`config.mk`:
```
export PLATFORM = sky130hd
export DESIGN_NAME = mem_access_stage
export DESIGN_NICKNAME = d
export VERILOG_FILES = /design/src/rtl/mem_access_stage.sv
export SDC_FILE = /design/constraint.sdc
export NUM_CORES = 1
export LEC_CHECK = 0
export ABC_AREA = 1
export BUFFER_PORTS_ARGS = -buffer_cell sky130_fd_sc_hd__buf_2
export CORE_MARGIN = 2
export CORE_UTILIZATION = 53
export CTS_CLUSTER_SIZE = 10
export DETAILED_ROUTE_END_ITERATION = 6
export PLACE_DENSITY = 0.9
export REMOVE_ABC_BUFFERS = 1
export SLEW_MARGIN = 20
export SYNTH_ARGS = -nofsm -noshare
export SYNTH_HDL_FRONTEND = slang
export SYNTH_SLANG_ARGS = --single-unit
```
`constraint.sdc`:
```
create_clock -name clk -period 5.5 [get_ports clk]
set_input_delay 0.275 -clock clk [delete_from_list [all_inputs] [get_ports clk]]
set_output_delay 0.275 -clock clk [all_outputs]
set_load 0.02 [all_outputs]
```
`src/rtl/mem_access_stage.sv`:
```
// MEM-stage data-memory access: one Wishbone-classic transfer per load/store, byte lanes, load align/extend.
// Optional MEM_BUS_TIMEOUT_EN: abandon a BUSY transfer after TIMEOUT_CYCLES and pulse bus_error_out.
module mem_access_stage #(
  parameter int ADDR_WIDTH     = 32,
  parameter int DATA_WIDTH     = 32,
  parameter int TIMEOUT_CYCLES = 255
) (
  input  logic                  clk,
  input  logic                  reset,
  input  logic                  mem_read_in,
  input  logic                  mem_write_in,
  input  logic [2:0]            funct3_in,
  input  logic [ADDR_WIDTH-1:0] addr_in,
  input  logic [DATA_WIDTH-1:0] store_data_in,
  output logic                  wb_cyc_o,
  output logic                  wb_stb_o,
  output logic                  wb_we_o,
  output logic [ADDR_WIDTH-1:0] wb_adr_o,
  output logic [DATA_WIDTH-1:0] wb_dat_o,
  output logic [3:0]            wb_sel_o,
  input  logic [DATA_WIDTH-1:0] wb_dat_i,
  input  logic                  wb_ack_i,
  output logic [DATA_WIDTH-1:0] load_data_out,
  output logic                  mem_stall_out,
  output logic                  fault_out,
  output logic                  bus_error_out
);

  typedef enum logic [1:0] {IDLE, BUSY, DONE} state_t;

  state_t state, state_nxt;
  logic       req, bad_f3, issue, ack_done, expire;
  logic [3:0] sel_nxt;
  logic [DATA_WIDTH-1:0] dat_nxt, ld_ext;
  logic [2:0] ld_f3;
  logic [1:0] ld_off;
  logic       is_load;
  logic [7:0]  ld_byte;
  logic [15:0] ld_half;

  always_comb begin
    req    = mem_read_in | mem_write_in;
    bad_f3 = !(funct3_in inside {3'b000, 3'b001, 3'b010, 3'b100, 3'b101});
    fault_out = req & (bad_f3
                     | ((funct3_in[1:0] == 2'b01) & addr_in[0])
                     | ((funct3_in == 3'b010) & (addr_in[1:0] != 2'b00))
                     | (mem_read_in & mem_write_in));
    issue         = (state == IDLE) & req & !fault_out;
    ack_done      = (state == BUSY) & wb_ack_i;
    mem_stall_out = issue | (state == BUSY);
  end

  // Stores replicate the datum across lanes so the slave can pick any lane sel enables.
  always_comb begin
    sel_nxt = 4'b1111;
    dat_nxt = store_data_in;
    if (mem_write_in) begin
      case (funct3_in[1:0])
        2'b00: begin
          sel_nxt = 4'b0001 << addr_in[1:0];
          dat_nxt = {4{store_data_in[7:0]}};
        end
        2'b01: begin
          sel_nxt = 4'b0011 << addr_in[1:0];
          dat_nxt = {2{store_data_in[15:0]}};
        end
        default: sel_nxt = 4'b1111;
      endcase
    end
  end

  always_comb begin
    ld_byte = wb_dat_i[{ld_off, 3'b000} +: 8];
    ld_half = ld_off[1] ? wb_dat_i[31:16] : wb_dat_i[15:0];
    case (ld_f3)
      3'b000:  ld_ext = {{24{ld_byte[7]}}, ld_byte};
      3'b100:  ld_ext = {24'd0, ld_byte};
      3'b001:  ld_ext = {{16{ld_half[15]}}, ld_half};
      3'b101:  ld_ext = {16'd0, ld_half};
      default: ld_ext = wb_dat_i;
    endcase
  end

`ifdef MEM_BUS_TIMEOUT_EN
  localparam int CW = $clog2(TIMEOUT_CYCLES + 1);
  logic [CW-1:0] to_cnt;

  always_ff @(posedge clk or posedge reset) begin
    if (reset)                to_cnt <= '0;
    else if (issue)           to_cnt <= '0;
    else if (state == BUSY)   to_cnt <= to_cnt + 1'b1;
  end

  // An ack in the expiry cycle takes priority and completes normally.
  assign expire = (state == BUSY) & !wb_ack_i & (to_cnt == CW'(TIMEOUT_CYCLES - 1));

  always_ff @(posedge clk or posedge reset) begin
    if (reset) bus_error_out <= 1'b0;
    else       bus_error_out <= expire;
  end
`else
  assign expire        = 1'b0;
  assign bus_error_out = 1'b0;
`endif

  always_comb begin
    state_nxt = state;
    case (state)
      IDLE:    if (issue) state_nxt = BUSY;
      BUSY:    if (ack_done | expire) state_nxt = DONE;
      DONE:    state_nxt = IDLE;
      default: state_nxt = IDLE;
    endcase
  end

  always_ff @(posedge clk or posedge reset) begin
    if (reset) state <= IDLE;
    else       state <= state_nxt;
  end

  always_ff @(posedge clk or posedge reset) begin
    if (reset) begin
      wb_cyc_o      <= 1'b0;
      wb_stb_o      <= 1'b0;
      wb_we_o       <= 1'b0;
      wb_adr_o      <= '0;
      wb_dat_o      <= '0;
      wb_sel_o      <= 4'b0000;
      load_data_out <= '0;
      ld_f3         <= 3'b000;
      ld_off        <= 2'b00;
      is_load       <= 1'b0;
    end else if (issue) begin
      wb_cyc_o <= 1'b1;
      wb_stb_o <= 1'b1;
      wb_we_o  <= mem_write_in;
      wb_adr_o <= {addr_in[ADDR_WIDTH-1:2], 2'b00};
      wb_dat_o <= dat_nxt;
      wb_sel_o <= sel_nxt;
      ld_f3    <= funct3_in;
      ld_off   <= addr_in[1:0];
      is_load  <= mem_read_in;
    end else if (ack_done | expire) begin
      wb_cyc_o <= 1'b0;
      wb_stb_o <= 1'b0;
      if (ack_done && is_load) load_data_out <= ld_ext;
    end
  end

endmodule

```
==> metrics.txt <==
# TYPE chip_impl_metric gauge
chip_impl_info{name="run_status",value="complete, no violations"} 1
chip_impl_metric{name="first_global_vias",unit=""} 4794
chip_impl_metric{name="initial_utilization",unit="%"} 54.0
chip_impl_info{name="globalRoute.busiestLayer",value="met2"} 1
chip_impl_info{name="final_cell_mix",value="nand2_1, buf_2, dfrtp_1"} 1
chip_impl_metric{name="period_minus_slack",unit="ps"} 2760
chip_impl_metric{name="grt.overflow.total",unit=""} 0
chip_impl_info{name="timing_worst_setup_path_type",value="flip-flop to flip-flop"} 1
chip_impl_metric{name="post_cts_resized",unit=""} 0
chip_impl_metric{name="die_width",unit="µm"} 103
chip_impl_metric{name="hold-worst-slack",unit="ps"} 92.2
chip_impl_metric{name="grtUsageMet1",unit="%"} 32.2
chip_impl_info{name="cts.root.buffer_cell",value="clkbuf_8"} 1
chip_impl_metric{name="clk-insertion-delay-late",unit="ps"} 370
chip_impl_info{name="cp-startpoint",value="state[0]$_DFFE_PP0P_"} 1
chip_impl_metric{name="route.detailed.drc",unit=""} 0
chip_impl_metric{name="timing.reg2reg.worst_path_depth",unit=""} 6
chip_impl_metric{name="cts-root-to-sink-buffers",unit=""} 2
chip_impl_info{name="hold_path.class",value="primary input to flip-flop"} 1
chip_impl_metric{name="finalClockSkew",unit="ps"} 10.7
chip_impl_metric{name="power.density",unit="nW/µm²"} 480
chip_impl_metric{name="power_frac_comb",unit="%"} 42.8
chip_impl_metric{name="fin_total_pwr",unit="mW"} 3.12
chip_impl_metric{name="timing_hold_violations_final",unit=""} 0
chip_impl_metric{name="vdd.ir_drop.worst",unit="V"} 0.000220
chip_impl_info{name="min_from",value="addr_in[12]"} 1
chip_impl_metric{name="dpl.cell_count",unit=""} 1008
chip_impl_metric{name="synthesis.area",unit="µm²"} 5230
chip_impl_info{name="crit_path_end_kind",value="flip-flop"} 1
chip_impl_metric{name="final_total_negative_setup_slack",unit="ps"} 0
chip_impl_metric{name="yosys.cell_types.count",unit=""} 25
chip_impl_metric{name="clock.fmax",unit="MHz"} 362
chip_impl_metric{name="dieArea",unit="µm²"} 10700
chip_impl_metric{name="p_int",unit="mW"} 1.76
chip_impl_metric{name="clk_pin_slew_worst_paths",unit="ps"} 110
chip_impl_metric{name="hpwlAfterDp",unit="µm"} 9650
chip_impl_metric{name="ios",unit=""} 210
chip_impl_info{name="rsz_0062_raised_after_global_routing",value="false"} 1
chip_impl_metric{name="global_route.usage.met3",unit="%"} 5.78
chip_impl_metric{name="synth_top_area_share",unit="%"} 51.7
chip_impl_metric{name="hold_path_depth",unit=""} 3
chip_impl_metric{name="largest_driver_fanout_on_the_critical_path",unit=""} 95
chip_impl_metric{name="p_r_area_growth_vs_syn",unit="%"} 24.2
chip_impl_metric{name="io_buffers",unit=""} 206
chip_impl_metric{name="ctsHoldBuffers",unit=""} 1
chip_impl_metric{name="drt_wl_total",unit="µm"} 13700
chip_impl_metric{name="vias",unit=""} 5181
chip_impl_metric{name="layout_worst_path_cycle_share",unit="%"} 50.3
chip_impl_metric{name="final_nets",unit=""} 992
chip_impl_metric{name="maxCapViolCount",unit=""} 0
chip_impl_metric{name="grt_max_degree",unit=""} 96
chip_impl_metric{name="grt.total_usage",unit="%"} 25.4
chip_impl_metric{name="grt_antenna_before_repair",unit=""} 1
chip_impl_metric{name="n_antenna_cell",unit=""} 0
chip_impl_info{name="worstReg2RegStart",value="state[0]$_DFFE_PP0P_"} 1
chip_impl_metric{name="yosysWarningCount",unit=""} 0
chip_impl_metric{name="timing.critical_path.required",unit="ps"} 5800
chip_impl_metric{name="timing_max_transition_violations_final",unit=""} 0
chip_impl_info{name="clock_tree_from_tritoncts",value="yes"} 1
chip_impl_metric{name="floorplan.core_area",unit="µm²"} 9680
chip_impl_metric{name="die_height",unit="µm"} 103
chip_impl_metric{name="global_route_wire_length_before_repair",unit="µm"} 21400
chip_impl_metric{name="seqPwrFrac",unit="%"} 40.5
chip_impl_metric{name="dr.first_iter.drc_count",unit=""} 222
chip_impl_info{name="worst_setup_path_start_kind",value="flip-flop"} 1
chip_impl_metric{name="cts_max_level",unit=""} 3
chip_impl_metric{name="synthesized_area_divided_by_synthesized_cell_count",unit="µm²"} 7.44
chip_impl_metric{name="postSynthCellCount",unit=""} 703
chip_impl_metric{name="post_route_insts_no_fill",unit=""} 1026
chip_impl_metric{name="antenna_left",unit=""} 0
chip_impl_metric{name="grt.met2_usage",unit="%"} 42.3
chip_impl_metric{name="drt_pass1_iterations",unit=""} 7
chip_impl_metric{name="final-setup-viol-count",unit=""} 0
chip_impl_metric{name="cts-buffers-inserted",unit=""} 9
chip_impl_metric{name="postSynthRegisterBits",unit=""} 108
chip_impl_info{name="netlist.top_cell.by_area",value="dfrtp_1"} 1
chip_impl_info{name="most_common_library_cell_in_the_layout_ignoring_fill_and_taps",value="nand2_1"} 1
chip_impl_metric{name="place_congestion",unit=""} 0.880
chip_impl_metric{name="rel_slew_slack",unit="%"} 36.5
chip_impl_metric{name="rows",unit=""} 36
chip_impl_metric{name="netSwitchingPower",unit="mW"} 1.36
chip_impl_metric{name="p_leak",unit="nW"} 3.95
chip_impl_metric{name="vias_per_cell",unit=""} 5.05
chip_impl_metric{name="transition_at_the_pin_with_the_smallest_max_transition_slack",unit="ps"} 953
chip_impl_metric{name="worst_ep_arrival_time",unit="ps"} 3060
chip_impl_metric{name="post_route_cells_drive_above_1_share",unit="%"} 26.1
chip_impl_metric{name="clkPwrFrac",unit="%"} 16.7
chip_impl_metric{name="num-fill-cells",unit=""} 835
chip_impl_metric{name="swShare",unit="%"} 43.6
chip_impl_metric{name="detail_route.wl_per_cell",unit="µm"} 13.3
chip_impl_metric{name="numClockSinks",unit=""} 108
chip_impl_metric{name="postCtsSetupBuffers",unit=""} 0
chip_impl_metric{name="ys_seq_area_share",unit="%"} 51.7
chip_impl_info{name="synth_top_cells_by_area",value="dfrtp_1, nand2_1, o21ai_0"} 1
==> worst max-delay path, cell delays in order (launching register included) <==
cell      delay, ps
dfrtp_1         390
nor2_1          120
o21ai_0         100
nand3b_4        800
inv_2          1030
nand2_1         130
nand2_1         100
==> layer usage <==
metal / share of wire [%] / routed length [µm]
met4: 2.4 / 334
met1: 42 / 5740
met3: 8.1 / 1110
met2: 47 / 6480
met5: 0.073 / 10
==> stage by stage <==
| stage | area, µm² | setup WS (ps) | util (%) |
|---|---|---|---|
| final | 6500 | 2740 | 67.1 |
| after CTS | 6470 | 2750 | 66.8 |
| after floorplan | 5010 | 2380 | - |
| after detailed placement | 6240 | 2660 | 64.5 |
| after global routing | 6500 | 2470 | 67.1 |
| after global placement | 6240 | 2690 | 64.5 |
==> final cells by class <==
| class | instances | area (µm²) | share of cell area, % |
|---|---|---|---|
| clock buffers | 10 | 138 | 2.12 |
| clock inverters | 6 | 78.8 | 1.21 |
| inverters | 40 | 153 | 2.35 |
| multi-input cells | 518 | 2170 | 33.4 |
| flip-flops and latches | 108 | 2700 | 41.6 |
| well taps | 133 | 166 | 2.56 |
| repair buffers | 211 | 1090 | 16.8 |
==> synthesized netlist by cell type <==
| library cell | instances |
|---|---|
| o211ai_1 | 1 |
| nand2_2 | 1 |
| nand3b_2 | 2 |
| inv_2 | 2 |
| inv_1 | 38 |
| conb_1 | 1 |
| nand2_1 | 383 |
| nand4_1 | 4 |
| nor2_2 | 1 |
| clkbuf_1 | 11 |
| o21ai_1 | 2 |
| dfrtp_1 | 108 |
| o22ai_1 | 2 |
| nor3_1 | 2 |
| nand3_1 | 36 |
| buf_1 | 1 |
| buf_4 | 11 |
| o21ai_0 | 40 |
| a21oi_1 | 15 |
| mux2i_1 | 8 |
| nand3b_1 | 1 |
| buf_6 | 3 |
| nor2_1 | 16 |
| buf_2 | 13 |
| o21a_1 | 1 |
==> worst paths after layout <==
kind | to | slack, ps
setup / recovery | wb_dat_o[27]$_DFFE_PP0P_ | 2740
hold / removal | wb_adr_o[12]$_DFFE_PP0P_ | 90
setup reg to reg | wb_dat_o[27]$_DFFE_PP0P_ | 2740
hold reg to reg | wb_adr_o[19]$_DFFE_PP0P_ | 480
max in group asynchronous | wb_dat_o[25]$_DFFE_PP0P_ | 4060
min in group asynchronous | wb_adr_o[12]$_DFFE_PP0P_ | 440
==> kinds of logic after synthesis <==
group,Yosys count,share of synthesized area (%)
compound gates,61,5.98
buf+inv,79,7.20
flops,108,51.7
mux,8,1.53
other cells,1,0.0717
simple gates,446,33.6
==> state kept, by name, indices dropped and copies added, names as in the netlist <==
| name | flops |
|---|---|
| ld_f3 | 3 |
| is_load | 1 |
| wb_sel_o | 4 |
| load_data_out | 32 |
| wb_dat_o | 32 |
| wb_adr_o | 30 |
| wb_we_o | 1 |
| state | 2 |
| ld_off | 2 |
| wb_stb_o | 1 |
==> power groups by stage <==
stage	Combinational, mW	Clock (mW)	Sequential, mW
after global placement	1.30	0	1.27
after detailed placement	1.34	0	1.27
final	1.33	0.522	1.26
after floorplan	0.489	0	1.62
after CTS	1.34	0.533	1.26
after global routing	1.48	0.565	1.30
Power figures use the tool's default switching activity.
